[config.mk]
export PLATFORM = sky130hd
export DESIGN_NAME = iot_datapath_flat
export DESIGN_NICKNAME = d
export VERILOG_FILES = /design/src/rtl/iot_datapath_if.sv /design/src/rtl/iot_datapath.sv /design/src/flat_wrapper.sv
export SDC_FILE = /design/constraint.sdc
export NUM_CORES = 2
export LEC_CHECK = 0
export ABC_AREA = 1
export ABC_CLOCK_PERIOD_IN_PS = 21400
export CAP_MARGIN = 40
export CORE_ASPECT_RATIO = 0.9
export CORE_MARGIN = 5
export CORE_UTILIZATION = 55
export DETAILED_ROUTE_END_ITERATION = 10
export HOLD_SLACK_MARGIN = 0.08
export PLACE_DENSITY_LB_ADDON = 0.25
export SYNTH_ARGS = -nofsm -noshare
export SYNTH_HDL_FRONTEND = slang
export SYNTH_SLANG_ARGS = --single-unit
[constraint.sdc]
create_clock -name clk -period 21.4 [get_ports clk]
set_clock_uncertainty 0.05 [all_clocks]
set_input_delay 4.28 -clock clk [delete_from_list [all_inputs] [get_ports clk]]
set_output_delay 4.28 -clock clk [all_outputs]
set_load 0.01 [all_outputs]
[src/rtl/iot_datapath_if.sv]
// Byte-stream and result bus between the IoT filter controller and iot_datapath.
// master drives bytes and counters; slave (the datapath) returns results.
interface iot_datapath_if;
    logic         in_en;
    logic [7:0]   iot_in;
    logic [2:0]   fn_sel;
    logic [3:0]   cnt_cycle;
    logic [2:0]   cnt_data;
    logic         out_en;
    logic [127:0] iot_out;

    modport master (
        output in_en, iot_in, fn_sel, cnt_cycle, cnt_data,
        input  out_en, iot_out
    );

    modport slave (
        input  in_en, iot_in, fn_sel, cnt_cycle, cnt_data,
        output out_en, iot_out
    );
endinterface

[src/rtl/iot_datapath.sv]
// IoT filter datapath: assembles 16-byte words and applies max/min/avg/extract/exclude
// and, with IOTDF_PEAK_EN defined, the cross-round peak max/min functions.
module iot_datapath #(
    parameter logic [127:0] EXT_LO = 128'h6FFF_FFFF_FFFF_FFFF_FFFF_FFFF_FFFF_FFFF,
    parameter logic [127:0] EXT_HI = 128'hAFFF_FFFF_FFFF_FFFF_FFFF_FFFF_FFFF_FFFF
) (
    input logic           clk,
    input logic           rst,
    iot_datapath_if.slave bus
);

    localparam logic [2:0] FN_MAX  = 3'd1;
    localparam logic [2:0] FN_MIN  = 3'd2;
    localparam logic [2:0] FN_AVG  = 3'd3;
    localparam logic [2:0] FN_EXT  = 3'd4;
    localparam logic [2:0] FN_EXC  = 3'd5;
`ifdef IOTDF_PEAK_EN
    localparam logic [2:0] FN_PMAX = 3'd6;
    localparam logic [2:0] FN_PMIN = 3'd7;
`endif

    logic [127:0] w_q;
    logic [127:0] acc_q;
    logic [130:0] sum_q;
    logic         out_en_q;
    logic [127:0] iot_out_q;

    logic [127:0] cw;
    logic         word_edge;
    logic         round_edge;
    logic         first_word;
    logic         use_max;
    logic         use_min;
    logic [127:0] round_val;
    logic [130:0] sum_next;
    logic         peak_take;
    logic         out_take;
    logic [127:0] out_val;

    assign cw         = {w_q[119:0], bus.iot_in};
    assign word_edge  = bus.in_en && (bus.cnt_cycle == 4'd15);
    assign round_edge = word_edge && (bus.cnt_data == 3'd7);
    assign first_word = (bus.cnt_data == 3'd0);

    always_comb begin
        use_max = (bus.fn_sel == FN_MAX);
        use_min = (bus.fn_sel == FN_MIN);
`ifdef IOTDF_PEAK_EN
        use_max = use_max || (bus.fn_sel == FN_PMAX);
        use_min = use_min || (bus.fn_sel == FN_PMIN);
`endif
    end

    // Round result including the word completing this cycle.
    always_comb begin
        round_val = acc_q;
        if (first_word) begin
            round_val = cw;
        end else if (use_max && (cw > acc_q)) begin
            round_val = cw;
        end else if (use_min && (cw < acc_q)) begin
            round_val = cw;
        end
    end

    assign sum_next = first_word ? {3'b000, cw} : (sum_q + {3'b000, cw});

`ifdef IOTDF_PEAK_EN
    logic [127:0] peak_q;
    logic         pv_q;
    logic         peak_better;

    always_comb begin
        peak_better = (bus.fn_sel == FN_PMAX) ? (round_val > peak_q) : (round_val < peak_q);
        peak_take   = round_edge && ((bus.fn_sel == FN_PMAX) || (bus.fn_sel == FN_PMIN)) &&
                      (!pv_q || peak_better);
    end

    always_ff @(posedge clk or posedge rst) begin
        if (rst) begin
            peak_q <= '0;
            pv_q   <= 1'b0;
        end else if (peak_take) begin
            peak_q <= round_val;
            pv_q   <= 1'b1;
        end
    end
`else
    assign peak_take = 1'b0;
`endif

    always_comb begin
        out_take = 1'b0;
        out_val  = round_val;
        case (bus.fn_sel)
            FN_MAX, FN_MIN: out_take = round_edge;
            FN_AVG: begin
                out_take = round_edge;
                out_val  = sum_next[130:3];
            end
            FN_EXT: begin
                out_take = word_edge && (cw > EXT_LO) && (cw < EXT_HI);
                out_val  = cw;
            end
            FN_EXC: begin
                out_take = word_edge && ((cw < EXT_LO) || (cw > EXT_HI));
                out_val  = cw;
            end
            // Idle, and peak functions (which collapse to idle when not compiled in).
            default: out_take = peak_take;
        endcase
    end

    always_ff @(posedge clk or posedge rst) begin
        if (rst) begin
            w_q <= '0;
        end else if (bus.in_en) begin
            w_q <= cw;
        end
    end

    always_ff @(posedge clk or posedge rst) begin
        if (rst) begin
            acc_q <= '0;
        end else if (word_edge && (use_max || use_min)) begin
            acc_q <= round_val;
        end
    end

    always_ff @(posedge clk or posedge rst) begin
        if (rst) begin
            sum_q <= '0;
        end else if (word_edge && (bus.fn_sel == FN_AVG)) begin
            sum_q <= sum_next;
        end
    end

    always_ff @(posedge clk or posedge rst) begin
        if (rst) begin
            out_en_q  <= 1'b0;
            iot_out_q <= '0;
        end else begin
            out_en_q <= out_take;
            if (out_take) begin
                iot_out_q <= out_val;
            end
        end
    end

    assign bus.out_en  = out_en_q;
    assign bus.iot_out = iot_out_q;

endmodule

[src/flat_wrapper.sv]
// flat-port wrapper written by rule: the top's interface ports become plain ports
module iot_datapath_flat 
#(
    parameter logic [127:0] EXT_LO = 128'h6FFF_FFFF_FFFF_FFFF_FFFF_FFFF_FFFF_FFFF,
    parameter logic [127:0] EXT_HI = 128'hAFFF_FFFF_FFFF_FFFF_FFFF_FFFF_FFFF_FFFF
)
  (clk, rst, bus_in_en, bus_iot_in, bus_fn_sel, bus_cnt_cycle, bus_cnt_data, bus_out_en, bus_iot_out);
  iot_datapath_if bus_i ();
  input logic clk;
  input logic rst;
  input wire logic [$bits(bus_i.in_en)-1:0] bus_in_en;
  input wire logic [$bits(bus_i.iot_in)-1:0] bus_iot_in;
  input wire logic [$bits(bus_i.fn_sel)-1:0] bus_fn_sel;
  input wire logic [$bits(bus_i.cnt_cycle)-1:0] bus_cnt_cycle;
  input wire logic [$bits(bus_i.cnt_data)-1:0] bus_cnt_data;
  output wire logic [$bits(bus_i.out_en)-1:0] bus_out_en;
  output wire logic [$bits(bus_i.iot_out)-1:0] bus_iot_out;
  assign bus_i.in_en = bus_in_en;
  assign bus_i.iot_in = bus_iot_in;
  assign bus_i.fn_sel = bus_fn_sel;
  assign bus_i.cnt_cycle = bus_cnt_cycle;
  assign bus_i.cnt_data = bus_cnt_data;
  assign bus_out_en = bus_i.out_en;
  assign bus_iot_out = bus_i.iot_out;
  iot_datapath #(.EXT_LO(EXT_LO), .EXT_HI(EXT_HI)) u_core (.clk(clk), .rst(rst), .bus(bus_i));
endmodule
==> key figures <==
Run status
  – Result of the run: complete, no violations

Logic synthesis
  – Synth cell types: 42
  – Post-synth EDFFs: 0
  – Post-synth top area share: between 30 and 40%
  – Cell taking the most area after synthesis: dfrtp_1
  – Avg Inst Size Synth: 6.08 sq um
  – Async SR Flop Fraction: 100%
  – Synthesized instance count: just under 7000
  – Syn nets: 7177
  – Post-synth top cells: 2498 x nand2_1, 1198 x inv_1, 559 x a21oi_1, 526 x nor2_1, 508 x dfrtp_1
  – Area contributors post-synth: dfrtp_1 30%, nand2_1 22%, inv_1 11%, ha_1 7.6%, a21oi_1 6.7%
  – Yosys warns: 0
  – Top-count cell post-synth: nand2_1
  – Seq cells post-synth: between 500 and 600
  – Post-Syn Area: between 40000 and 50000 sq um
  – Top_reg_cell synth: dfrtp_1
  – Sequential fraction of the synthesis area: between 30% and 40%

Timing
  – Fmax achieved: between 100 and 150 MHz
  – Final Cycle Share: 37.8%
  – Fin. Hold Viols: 0
  – Final worst slack: about 13 ns
  – Final setup TNS: 0 ns
  – Worst-Margin Slew: around 1 ns
  – Slew HR: ~32%
  – Final setup fails: 0
  – Final slew viol count: 0
  – Minimum clock period: about 8.1 ns
  – Worst hold slack: around 0.43 ns
  – RSZ-0062 raised after global routing: no

Worst setup path
  – Startpoint class of the critical path: primary input
  – Buf/Inv on CP: 4
  – Crit path max-delay family: buffers and inverters
  – CP cell instances: clkdlybuf4s50_1, nand4_1, nor4_1, nand2_1, nor2_1, a21oi_1, o21ai_4, buf_4, nand2_8, inv_2, buf_4, nor2_1, a21oi_1
  – Critical path class: in2reg
  – Data arrival, critical path: about 8.6 ns
  – Crit end category: flop
  – Critical path's slowest cell: clkdlybuf4s50_1
  – Worst Path Required: around 22 ns
  – Crit path largest cell delay: between 0.6 and 0.7 ns
  – Worst Path Max Fanout: between 40 and 50
  – Worst reg-to-reg setup slack: around 17 ns

Routing
  – Final WL: about 160 mm
  – First DRT Iteration DRCs: about 5400
  – Via density per instance: roughly 5.7
  – WL/cell: 20.0 microns
  – Vias: approximately 45000
  – DRC errors left: 0
  – ANT nets after route: 0
  – Routed length on met1: slightly above 70 mm
  – Drt pass-1 iters: 6
  – Met3 WL post-DR: 15.5 mm
  – Metal2 WL: ~67 mm
  – Top routing layer in use: met5

Power
  – P per Cell Area: roughly 66 nW/um^2
  – Overall Power: 3.05 mW
  – Peak VDD IR: between 0.05 and 0.06 mV
  – Leak: 26.0 nW

Floorplanning
  – I/O Pins: 150
  – Initial Utilization: between 50 and 60%
  – Chip width: approximately 300 microns
  – Die Ht: around 270 microns
  – Row Count: 96
  – Die area: 82000 sq um
  – Core region area: ~76000 sq um

Place
  – Detail Placement HPWL: 123 mm
  – Port buffer count: 149
  – Final GP Congestion: between 1 and 1.5
  – Placed insts: 7885
  – Dpl ws: 12.77 ns

Layout
  – Nets: about 7200
  – Non-Filler Instances: 7989
  – Layout cells sized above 1: between 2 and 3%
  – Layout area overhead: 10.3%
  – # diodes: 0

Clock network
  – Worst skew pair latency: between 0.6 and 0.7 ns
  – Longest Clk Path Bufs: 3
  – Resize count post-CTS: 0
  – Num CTS Buffers: between 50 and 60
  – Post-CTS setup buffers: 0
  – Clock Sinks: approximately 510
  – Clock-pin slew on the worst setup and hold paths: ~0.060 ns
  – Htree depth: 2
  – CTS tree: yes
  – Buffer type at the clock tree root: clkbuf_16
  – Hold_buf cts: 0

Min path
  – HP Class: reg2reg

GRT
  – First-pass GRT wire length: about 250 mm
  – Vias in the first global route: 42258
  – Initial antenna violation count: 2
  – Global-route usage over all layers: approximately two fifths
  – Largest net degree at the start of global routing: approximately 130
  – Grt total ovfl: 0

Run
  – Max cap viols: 0
[cell usage in the layout (no fill, tap or decap), types with 6 or more instances in the layout]
cell type	instances
a21oi_1	559
buf_16	11
buf_4	34
clkbuf_1	12
clkbuf_16	55
clkbuf_8	17
clkdlybuf4s50_1	148
clkinv_2	9
dfrtp_1	508
ha_1	256
inv_1	1196
inv_2	6
nand2_1	2498
nand3_1	417
nand3b_1	18
nand4_1	186
nor2_1	523
nor3_1	36
nor4_1	9
o211ai_1	16
o21a_1	10
o21ai_0	247
o21ai_1	14
o21bai_1	11
o22ai_1	33
xnor2_1	52
xor2_1	16
[worst paths after layout]
kind	cells past startpoint	end	from
worst min-delay path	2	u_core.bus.iot_out[106]	u_core.bus.iot_out[106]
worst max-delay path	13	u_core.bus.iot_out[25]	bus_iot_in[3]
min in group asynchronous	2	u_core.bus.iot_out[16]	rst
max in group asynchronous	5	u_core.sum_q[81]	rst
worst min register to register	2	u_core.bus.iot_out[106]	u_core.bus.iot_out[106]
worst max register to register	12	u_core.bus.iot_out[25]	u_core.w_q[47]
[power breakdown]
part	total (mW)	switching, mW	internal (mW)
clock	1.02	0.428	0.593
combinational	0.825	0.527	0.299
sequential	1.20	0.131	1.07
total	3.05	1.09	1.96
[flip-flops by register name, indices dropped and copies added, names as in the netlist]
| name | flops |
|---|---|
| u_core.bus.out_en | 1 |
| u_core.bus.iot_out | 128 |
| u_core.acc_q | 128 |
| u_core.sum_q | 131 |
| u_core.w_q | 120 |
[per-layer routing]
layer | GRT usage [%] | vias to the layer above
li1 | - | 21586
met1 | 57.3 | 21274
met2 | 57.7 | 2262
met3 | 5.49 | 280
met4 | 10.0 | 2
met5 | 0 | -
[worst reg2reg max path: stages (launching register included)]
cell and delay [ns]:
dfrtp_1 0.56, nand4_1 0.14, nor4_1 0.54, nand2_1 0.34, nor2_1 0.39, a21oi_1 0.17, o21ai_4 0.14, buf_4 0.47
nand2_8 0.39, inv_2 0.40, buf_4 0.54, nor2_1 0.19, a21oi_1 0.18
[area by class of cell]
| type | count | area [sq um] |
|---|---|---|
| multi-input cells | 4950 | 23800 |
| well taps | 1029 | 1290 |
| repair buffers | 194 | 2050 |
| clock buffers | 84 | 1660 |
| inverters | 1205 | 4540 |
| flip-flops and latches | 508 | 12700 |
| clock inverters | 19 | 239 |
| fillers | 7466 | 29600 |
[cells by family (layout without fill, tap and decap cells)]
group                      Yosys count  in the layout  share of synthesized area (%)
AOI/OAI and AO/OA                  901            901                           11.1
xor gates and xnor gates            68             68                           1.42
adders and majority gates          257            257                           7.68
buffers and inverters             1441           1502                           13.2
DFF                                508            508                           30.3
and+or+nand+nor                   3724           3724                           36.3
[through the flow]
step / utilization (%) / cell area, sq um
finish: 61.0 / 46300
CTS: 61.0 / 46300
global placement: 58.1 / 44100
floorplan: - / 42000
global route: 61.0 / 46300
detailed placement: 58.5 / 44400
No activity file was read; power rests on OpenSTA's default activity.
